### src/rtl/reg_scoreboard.sv
// reg_scoreboard: per-register in-flight write tracking for the pipelined CPU.
// Decode issues instructions with a destination and two sources. Write-back
// retires destination writes. A small saturating counter per register stalls
// issue on RAW hazards and on counter overflow.
//
// Ports:
//   Clk, Rst_n       clock, asynchronous active-low reset
//   Issue_Valid      decode presents an instruction
//   Issue_WrEn       instruction writes Issue_Dest
//   Issue_Dest       destination register
//   Issue_Src1/2     source registers
//   Issue_Ready      instruction may issue this cycle (combinational)
//   Wb_Valid         write-back retires a write to Wb_Dest this cycle
//   Wb_Dest          register being written back
//   Flush            synchronous clear of all pending state
//   Busy_Mask        bit i set when register i has outstanding writes (registered)
//   Pending          total outstanding writes (registered)
//   Err              sticky: write-back to a register with nothing pending
module reg_scoreboard #(
    parameter int unsigned NUM_REGS = 32,
    parameter int unsigned ADDR_W   = 5,
    parameter int unsigned CNT_W    = 2
) (
    input  logic                Clk,
    input  logic                Rst_n,
    input  logic                Issue_Valid,
    input  logic                Issue_WrEn,
    input  logic [ADDR_W-1:0]   Issue_Dest,
    input  logic [ADDR_W-1:0]   Issue_Src1,
    input  logic [ADDR_W-1:0]   Issue_Src2,
    output logic                Issue_Ready,
    input  logic                Wb_Valid,
    input  logic [ADDR_W-1:0]   Wb_Dest,
    input  logic                Flush,
    output logic [NUM_REGS-1:0] Busy_Mask,
    output logic [ADDR_W+1:0]   Pending,
    output logic                Err
);

    localparam logic [CNT_W-1:0] CntMax = '1;
    localparam logic [CNT_W-1:0] CntOne = CNT_W'(1);

    logic [CNT_W-1:0]    cnt_q [NUM_REGS];
    logic [CNT_W-1:0]    cnt_d [NUM_REGS];
    logic [NUM_REGS-1:0] busy_q, busy_d;
    logic [ADDR_W+1:0]   pending_q, pending_d;
    logic                err_q, err_d;

    logic [CNT_W-1:0] src1_cnt, src2_cnt, dest_cnt, wb_cnt;
    logic             src1_blocked, src2_blocked, dest_blocked;
    logic             inc, dec, err_set;

    // Addresses beyond NUM_REGS read as untracked (count 0).
    always_comb begin
        src1_cnt = (32'(Issue_Src1) < NUM_REGS) ? cnt_q[Issue_Src1] : '0;
        src2_cnt = (32'(Issue_Src2) < NUM_REGS) ? cnt_q[Issue_Src2] : '0;
        dest_cnt = (32'(Issue_Dest) < NUM_REGS) ? cnt_q[Issue_Dest] : '0;
        wb_cnt   = (32'(Wb_Dest) < NUM_REGS)    ? cnt_q[Wb_Dest]    : '0;
    end

    always_comb begin
        // A source whose last outstanding write retires this cycle is bypassed.
        src1_blocked = (Issue_Src1 != '0) && (src1_cnt != '0) &&
                       !((src1_cnt == CntOne) && Wb_Valid && (Wb_Dest == Issue_Src1));
        src2_blocked = (Issue_Src2 != '0) && (src2_cnt != '0) &&
                       !((src2_cnt == CntOne) && Wb_Valid && (Wb_Dest == Issue_Src2));
        // A full counter accepts another write only if one retires this cycle.
        dest_blocked = Issue_WrEn && (Issue_Dest != '0) && (dest_cnt == CntMax) &&
                       !(Wb_Valid && (Wb_Dest == Issue_Dest));
        Issue_Ready  = !Flush && !src1_blocked && !src2_blocked && !dest_blocked;

        inc     = Issue_Valid && Issue_Ready && Issue_WrEn && (Issue_Dest != '0);
        dec     = Wb_Valid && (Wb_Dest != '0) && (wb_cnt != '0);
        err_set = !Flush && Wb_Valid && (Wb_Dest != '0) && (wb_cnt == '0);
    end

    always_comb begin
        busy_d = '0;
        for (int unsigned i = 0; i < NUM_REGS; i++) begin
            cnt_d[i] = cnt_q[i];
            if (i != 0) begin
                if (inc && (32'(Issue_Dest) == i) && !(dec && (32'(Wb_Dest) == i))) begin
                    cnt_d[i] = cnt_q[i] + CntOne;
                end else if (dec && (32'(Wb_Dest) == i) &&
                             !(inc && (32'(Issue_Dest) == i))) begin
                    cnt_d[i] = cnt_q[i] - CntOne;
                end
            end
            if (Flush) begin
                cnt_d[i] = '0;
            end
            busy_d[i] = (cnt_d[i] != '0);
        end

        pending_d = pending_q;
        if (Flush) begin
            pending_d = '0;
        end else if (inc && !dec) begin
            pending_d = pending_q + 1'b1;
        end else if (dec && !inc) begin
            pending_d = pending_q - 1'b1;
        end

        err_d = err_q | err_set;
    end

    always_ff @(posedge Clk or negedge Rst_n) begin
        if (!Rst_n) begin
            for (int unsigned i = 0; i < NUM_REGS; i++) begin
                cnt_q[i] <= '0;
            end
            busy_q    <= '0;
            pending_q <= '0;
            err_q     <= 1'b0;
        end else begin
            for (int unsigned i = 0; i < NUM_REGS; i++) begin
                cnt_q[i] <= cnt_d[i];
            end
            busy_q    <= busy_d;
            pending_q <= pending_d;
            err_q     <= err_d;
        end
    end

    assign Busy_Mask = busy_q;
    assign Pending   = pending_q;
    assign Err       = err_q;

endmodule

### config.mk
export PLATFORM = sky130hd
export DESIGN_NAME = reg_scoreboard
export DESIGN_NICKNAME = d
export VERILOG_FILES = /design/src/rtl/reg_scoreboard.sv
export SDC_FILE = /design/constraint.sdc
export NUM_CORES = 1
export LEC_CHECK = 0
export CORE_ASPECT_RATIO = 0.8
export CORE_MARGIN = 5
export CORE_UTILIZATION = 50
export DETAILED_ROUTE_END_ITERATION = 16
export PLACE_DENSITY = 0.7
export SLEW_MARGIN = 20
export SYNTH_ARGS = -nofsm -noshare
export SYNTH_HDL_FRONTEND = slang
export SYNTH_SLANG_ARGS = --single-unit
### constraint.sdc
create_clock -name Clk -period 4.8 [get_ports Clk]
set_input_delay 1.2 -clock Clk [delete_from_list [all_inputs] [get_ports Clk]]
set_output_delay 1.2 -clock Clk [all_outputs]
set_load 0.1 [all_outputs]
Yosys cells after proc, flatten, opt, wreduce, memory -nomap -nowiden
Index checks and enable logic that the tools add are counted.
{"block": "totals", "ff_bits": 104, "in_bits": 26, "out_inout_bits": 41}
{"block": "op_classes", "addsub": 64, "n_lt_le_gt_ge": 4, "eq_ne": 68, "n_mux": 109, "n_bitwise": 5, "n_reduce_logical": 261}
{"op": "$mux 2", "count": 102}
{"op": "$eq 5x5->1 const B", "count": 32}
{"op": "$logic_and 1x1->1", "count": 149}
{"op": "$eq 5x4->1 const B", "count": 16}
{"op": "$logic_not 1->1", "count": 71}
{"op": "$reduce_bool 2->1", "count": 35}
{"op": "$add 2x1->2 const B", "count": 31}
{"op": "$sub 2x1->2 const B", "count": 31}
{"op": "$bmux 2 s5", "count": 4}
{"op": "$eq 5x3->1 const B", "count": 8}
{"op": "$ge 6x6->1 const B", "count": 4}
{"op": "$not 5->6", "count": 4}
{"op": "$mux 7", "count": 3}
{"op": "$eq 5x2->1 const B", "count": 4}
{"op": "$reduce_bool 5->1", "count": 4}
{"op": "$eq 5x5->1", "count": 3}
{"op": "$eq 5x1->1 const B", "count": 2}
{"op": "$add 7x1->7 const B", "count": 1}
{"op": "$sub 7x1->7 const B", "count": 1}
{"op": "$eq 2x1->1 const B", "count": 2}
{"op": "$reduce_bool 3->1", "count": 1}
{"op": "$eq 2x2->1 const B", "count": 1}
{"op": "$logic_not 2->1", "count": 1}
{"op": "$or 1x1->1", "count": 1}

Depth between registers and ports, before layout
{"block": "logic_depth", "depth_word": 23, "depth_mapped": 19, "ltp_nobuf": 16}

Worst setup path after synthesis
No wires, ideal clock.
{"block": "synth_path", "path_type": "in2reg", "startpoint": "input Issue_Dest[0]", "endpoint": "register pending_q[6], in the netlist Pending[6]", "setup_time_ns": 0.128, "arrival_time_ns": 5.114, "setup_slack_ns": -0.442, "stages": 19, "n_path_buf": 3, "path_cell_list": "buf_2 > buf_2 > mux4_2 > a22oi_1 > nand2_1 > and3_1 > o2111ai_1 > nand4_2 > buf_4 > nor2_1 > nand2_1 > fa_1 > nand3_1 > nand2_1 > a21o_1 > a21oi_1 > nor4_1 > a21oi_1 > mux2_1"}
{"block": "synth_via", "elab_chain_cells": 15, "word_cells_on_any_way": 23}
{"element": "start: declaration", "line_no": "28", "source": "input logic [ADDR_W-1:0] Issue_Dest,"}
{"element": "$not 5->6 (not written as such)", "line_no": "57", "source": "dest_cnt = (32'(Issue_Dest) < NUM_REGS) ? cnt_q[Issue_Dest] : '0;"}
{"element": "$bmux 2 s5", "line_no": "57"}
{"element": "$mux 2 (not written as such) (2 in a row)", "line_no": "57"}
{"element": "$eq 2x2->1", "line_no": "68", "source": "dest_blocked = Issue_WrEn && (Issue_Dest != '0) && (dest_cnt == CntMax) &&"}
{"element": "$logic_and 1x1->1 (2 in a row)", "line_no": "68"}
{"element": "$logic_not 1->1", "line_no": "70", "source": "Issue_Ready = !Flush && !src1_blocked && !src2_blocked && !dest_blocked;"}
{"element": "$logic_and 1x1->1", "line_no": "70"}
{"element": "$logic_and 1x1->1 (2 in a row)", "line_no": "72", "source": "inc = Issue_Valid && Issue_Ready && Issue_WrEn && (Issue_Dest != '0);"}
{"element": "$logic_and 1x1->1 (*)", "line_no": "72"}
{"element": "$logic_and 1x1->1 or $logic_not 1->1 (tied branches)", "line_no": "98, 100"}
{"element": "$mux 7 or $logic_and 1x1->1 (tied branches)", "line_no": "98, 100"}
{"element": "$mux 7 or $reduce_bool 3->1 (tied branches)"}
{"element": "end signal: assignment", "line_no": "120", "source": "pending_q <= pending_d;"}
{"element": "end: declaration", "line_no": "46", "source": "logic [ADDR_W+1:0] pending_q, pending_d;"}
Every way passes the cells marked *; elsewhere a longest branch is shown, timed or not. The select of a mux whose other input is x is not followed.
A chain may end at the register's enable or synchronous reset.

Worst setup path after layout
{"block": "layout_path", "startpoint": "input Wb_Dest[1]", "endpoint": "output Issue_Ready"}
{"block": "layout_via", "elab_chain_cells": 8, "word_cells_on_any_way": 18}
{"element": "start: declaration", "line_no": "33", "source": "input logic [ADDR_W-1:0] Wb_Dest,"}
{"element": "$eq 5x5->1", "line_no": "64", "source": "!((src1_cnt == CntOne) && Wb_Valid && (Wb_Dest == Issue_Src1));"}
{"element": "$logic_and 1x1->1", "line_no": "64"}
{"element": "$logic_not 1->1", "line_no": "64"}
{"element": "$logic_and 1x1->1", "line_no": "63", "source": "src1_blocked = (Issue_Src1 != '0) && (src1_cnt != '0) &&"}
{"element": "$logic_not 1->1", "line_no": "70"}
{"element": "$logic_and 1x1->1 (2 in a row)", "line_no": "70"}
{"element": "$logic_and 1x1->1 (*)", "line_no": "70"}
{"element": "end: declaration", "line_no": "31", "source": "output logic Issue_Ready,"}
Every way passes the cells marked *; elsewhere a longest branch is shown, timed or not.

==> metrics.yaml <==
floorplan:
  die-area_sq_um: 18930
  die_height_um: 124.1
  ioPinCount: 67
  core-area_sq_um: 15850
  fp-row-count: 41
  die_w_um: 152.6
  start_util_pct: 51.30
status:
  status: "completed"
clocking:
  clk_path_buf_depth: 2
  htree_num_levels: 3
  cts_tree: "built"
  cts_hold_buffers: 0
  root_buffer: "clkbuf_16"
  clk_latency_ns: 0.36
  cts_sinks: 104
  clkTransAtPathRegs_ns: 0.07
  cts_made_buffers: 9
synth:
  synth_edf_count: 0
  syn_nets: 908
  ys.flop_type: "dfrtp_1"
  synth_top_area_share_pct: 32.00
  synth_area_sq_um: 8132
  synth_cells: 875
  ys_seq_area_share_pct: 32.00
  synthArstFlopShare_pct: 100.0
  yosysWarningCount: 0
  yosys.area.top_type: "dfrtp_1"
  ys_ff_latch: 104
  avgSynthCellArea_sq_um: 9.293
  synth_area_leaders: "dfrtp_1, mux4_2, xnor2_1"
  ys_types: 63
pwr:
  ir_drop_mv: 0.1603
  power.leakage_uw: 0.004133
  power.density_nw_per_um2: 217.2
  total_power_uw: 2190
cells_and_area:
  syn_to_final_growth_pct: 24.02
  instances_no_fill: 1204
  layout-drive-gt1-share_pct: 23.36
  final_cell_area_sq_um: 10080
  utilization_pct: 63.62
  final_nets: 1017
  n_antenna_cell: 0
sta:
  finalSetupViolations: 0
  finalCritPeriodShare_pct: 98.53
  min_period_ns: 4.729
  slew_headroom_pct: 33.66
  slew_violations: 0
  final_hold_viol_count: 0
  clock.fmax_mhz: 211.4
  worst_pin_slew_ns: 0.9919
  fin_skew_ns: 0.008882
flow_run:
  maxCapViolCount: 0
grt:
  grt_pass1_wl_um: 43660
  grt_usage_pct: 29.79
  grt_pass1_vias: 7531
  antenna_found_initial: 0
  grt_overflow: 0
  grt_max_degree: 85
placement:
  dp_cells: 1186
  io_buffers: 66
  placed_area_sq_um: 9628
  dpl.hpwl_um: 20340
  gp_congestion: 1.036
detailed_routing:
  drt_iter0_markers: 988
  firstDrtPassIters: 7
  ant_nets: 0
  via_count: 7735
  routedWlPerCell_um: 23.01
  drc_errors: 0
  drt_wl_total_um: 27710
  routed_via_density: 6.424
critical_path:
  required_ns: 3.60
  crit_arrival_ns: 3.53
  cpLargestDelayFamily: "simple AND/OR/NAND/NOR gates"
  worst_setup_path_start_kind: "input pin"
  setup.worst_path.end_class: "output pin"
  slowest_stage: "clkdlybuf4s50_1"
  path_buf_inv: 3
  crit_chain: "clkdlybuf4s50_1 -> xor2_1 -> nor4_2 -> and3_1 -> o22ai_1 -> nor4b_4 -> buf_4 -> and3_4 -> buf_12"
  cpPeakStageDelay_ns: 0.52
  path_class: "in2out"
  worst-path-max-fanout: 4
worst_hold_path:
  hold_class: "reg2reg"
[layer usage]
metal	wire length [um]	GRT usage, %	vias up
met4	824	9.126	0
met2	11660	43.81	489
met1	11700	42.55	3733
met5	0	0	-
li1	-	-	3450
met3	3523	8.996	63
[path summary, 6_finish.rpt]
path                                  from       endpoint  cells after the start  slack (ns)
worst min-delay path                   Err            Err                      1        0.51
worst min register to register         Err            Err                      1        0.51
worst max-delay path            Wb_Dest[1]    Issue_Ready                      9        0.07
min in group asynchronous            Rst_n  Busy_Mask[10]                      1        0.86
worst max register to register   cnt_q[28]     Pending[6]                     17        0.79
max in group asynchronous            Rst_n      cnt_q[29]                      2        3.13
[where the power goes]
| part | leakage (uW) | internal (uW) | switching (uW) |
|---|---|---|---|
| combinational | 0.00252 | 179 | 293 |
| clock | 0.000165 | 485 | 341 |
| sequential | 0.00145 | 883 | 9.99 |
| total | 0.00413 | 1550 | 643 |
[cell usage in the layout (no fill, tap or decap), types with 12 or more instances in the layout]
cell type	Yosys	layout
nor2b_1	13	12
nor4b_1	15	14
buf_4	3	86
mux2i_1	30	29
nor2_1	81	80
xnor2_1	53	53
nand2_1	72	70
o21ai_0	31	31
a211oi_1	14	13
xor2_1	23	23
nand3_1	24	23
mux4_2	42	42
o211ai_1	16	16
nor3_2	15	15
a21oi_1	46	44
clkdlybuf4s50_1	0	58
or2_2	20	20
dfrtp_1	104	104
nor3_1	36	36
[through the flow]
step / hold slack (ns) / worst slack, ns / TNS (ns)
finish: 0.5063 / 0.07061 / 0
global route: 0.5296 / -0.08659 / -0.1918
CTS: 0.5010 / 0.02690 / 0
detailed placement: 0.4824 / -0.5812 / -1.810
global placement: 0.4594 / -0.4820 / -1.541
floorplan: 0.4905 / 0.002184 / 0
[cell usage after synthesis (all sizes together), types with 7 or more instances]
master and instances:
a211oi 14, mux2i 30, inv 9, dfrtp 104, nor3 52, nor4b 15
o21ai 43, xor2 23, nor2 82, or3 10, a21oi 46, xnor2 53
nor2b 13, a22oi 13, nand2b 7, nor4 14, clkbuf 39, o21a 11
or2 20, maj3 11, mux4 42, and3 10, buf 27, nand2 72
nand3 24, o211ai 16, and2 9, nand4 12
[state kept, by name, summed over array words and instances (netlist names)]
name / flops
Err: 1
cnt_q: 64
Pending: 7
Busy_Mask: 32
[area by class of cell]
cell class / count / area, sq um
Tap cell: 215 / 269.0
Fill cell: 1298 / 5767
Multi-Input combinational cell: 696 / 5329
Inverter: 9 / 33.78
Timing Repair Buffer: 164 / 1519
Clock inverter: 5 / 78.83
Sequential cell: 104 / 2603
Clock buffer: 11 / 252.7
[kinds of logic (layout without fill, tap and decap cells)]
| group | count (synthesis) | after routing | share of synthesized area, % |
|---|---|---|---|
| XOR/XNOR | 76 | 76 | 8.186 |
| AND/OR/NAND/NOR | 353 | 353 | 23.68 |
| buffers and inverters | 75 | 189 | 4.139 |
| multiplexers | 76 | 76 | 15.88 |
| AO/OA/AOI/OAI | 173 | 173 | 13.59 |
| flip-flops | 104 | 104 | 32.00 |
| adder cells (fa/ha/maj) | 18 | 18 | 2.524 |
[what timing repair did]
action	CTS	global route
gates resized for setup	11	19
setup buffers	0	2
endpoints found under the setup margin	3	3
endpoints found under the hold margin	0	0
pin swaps	4	10
Note: power is estimated with default switching activity, not from simulation.
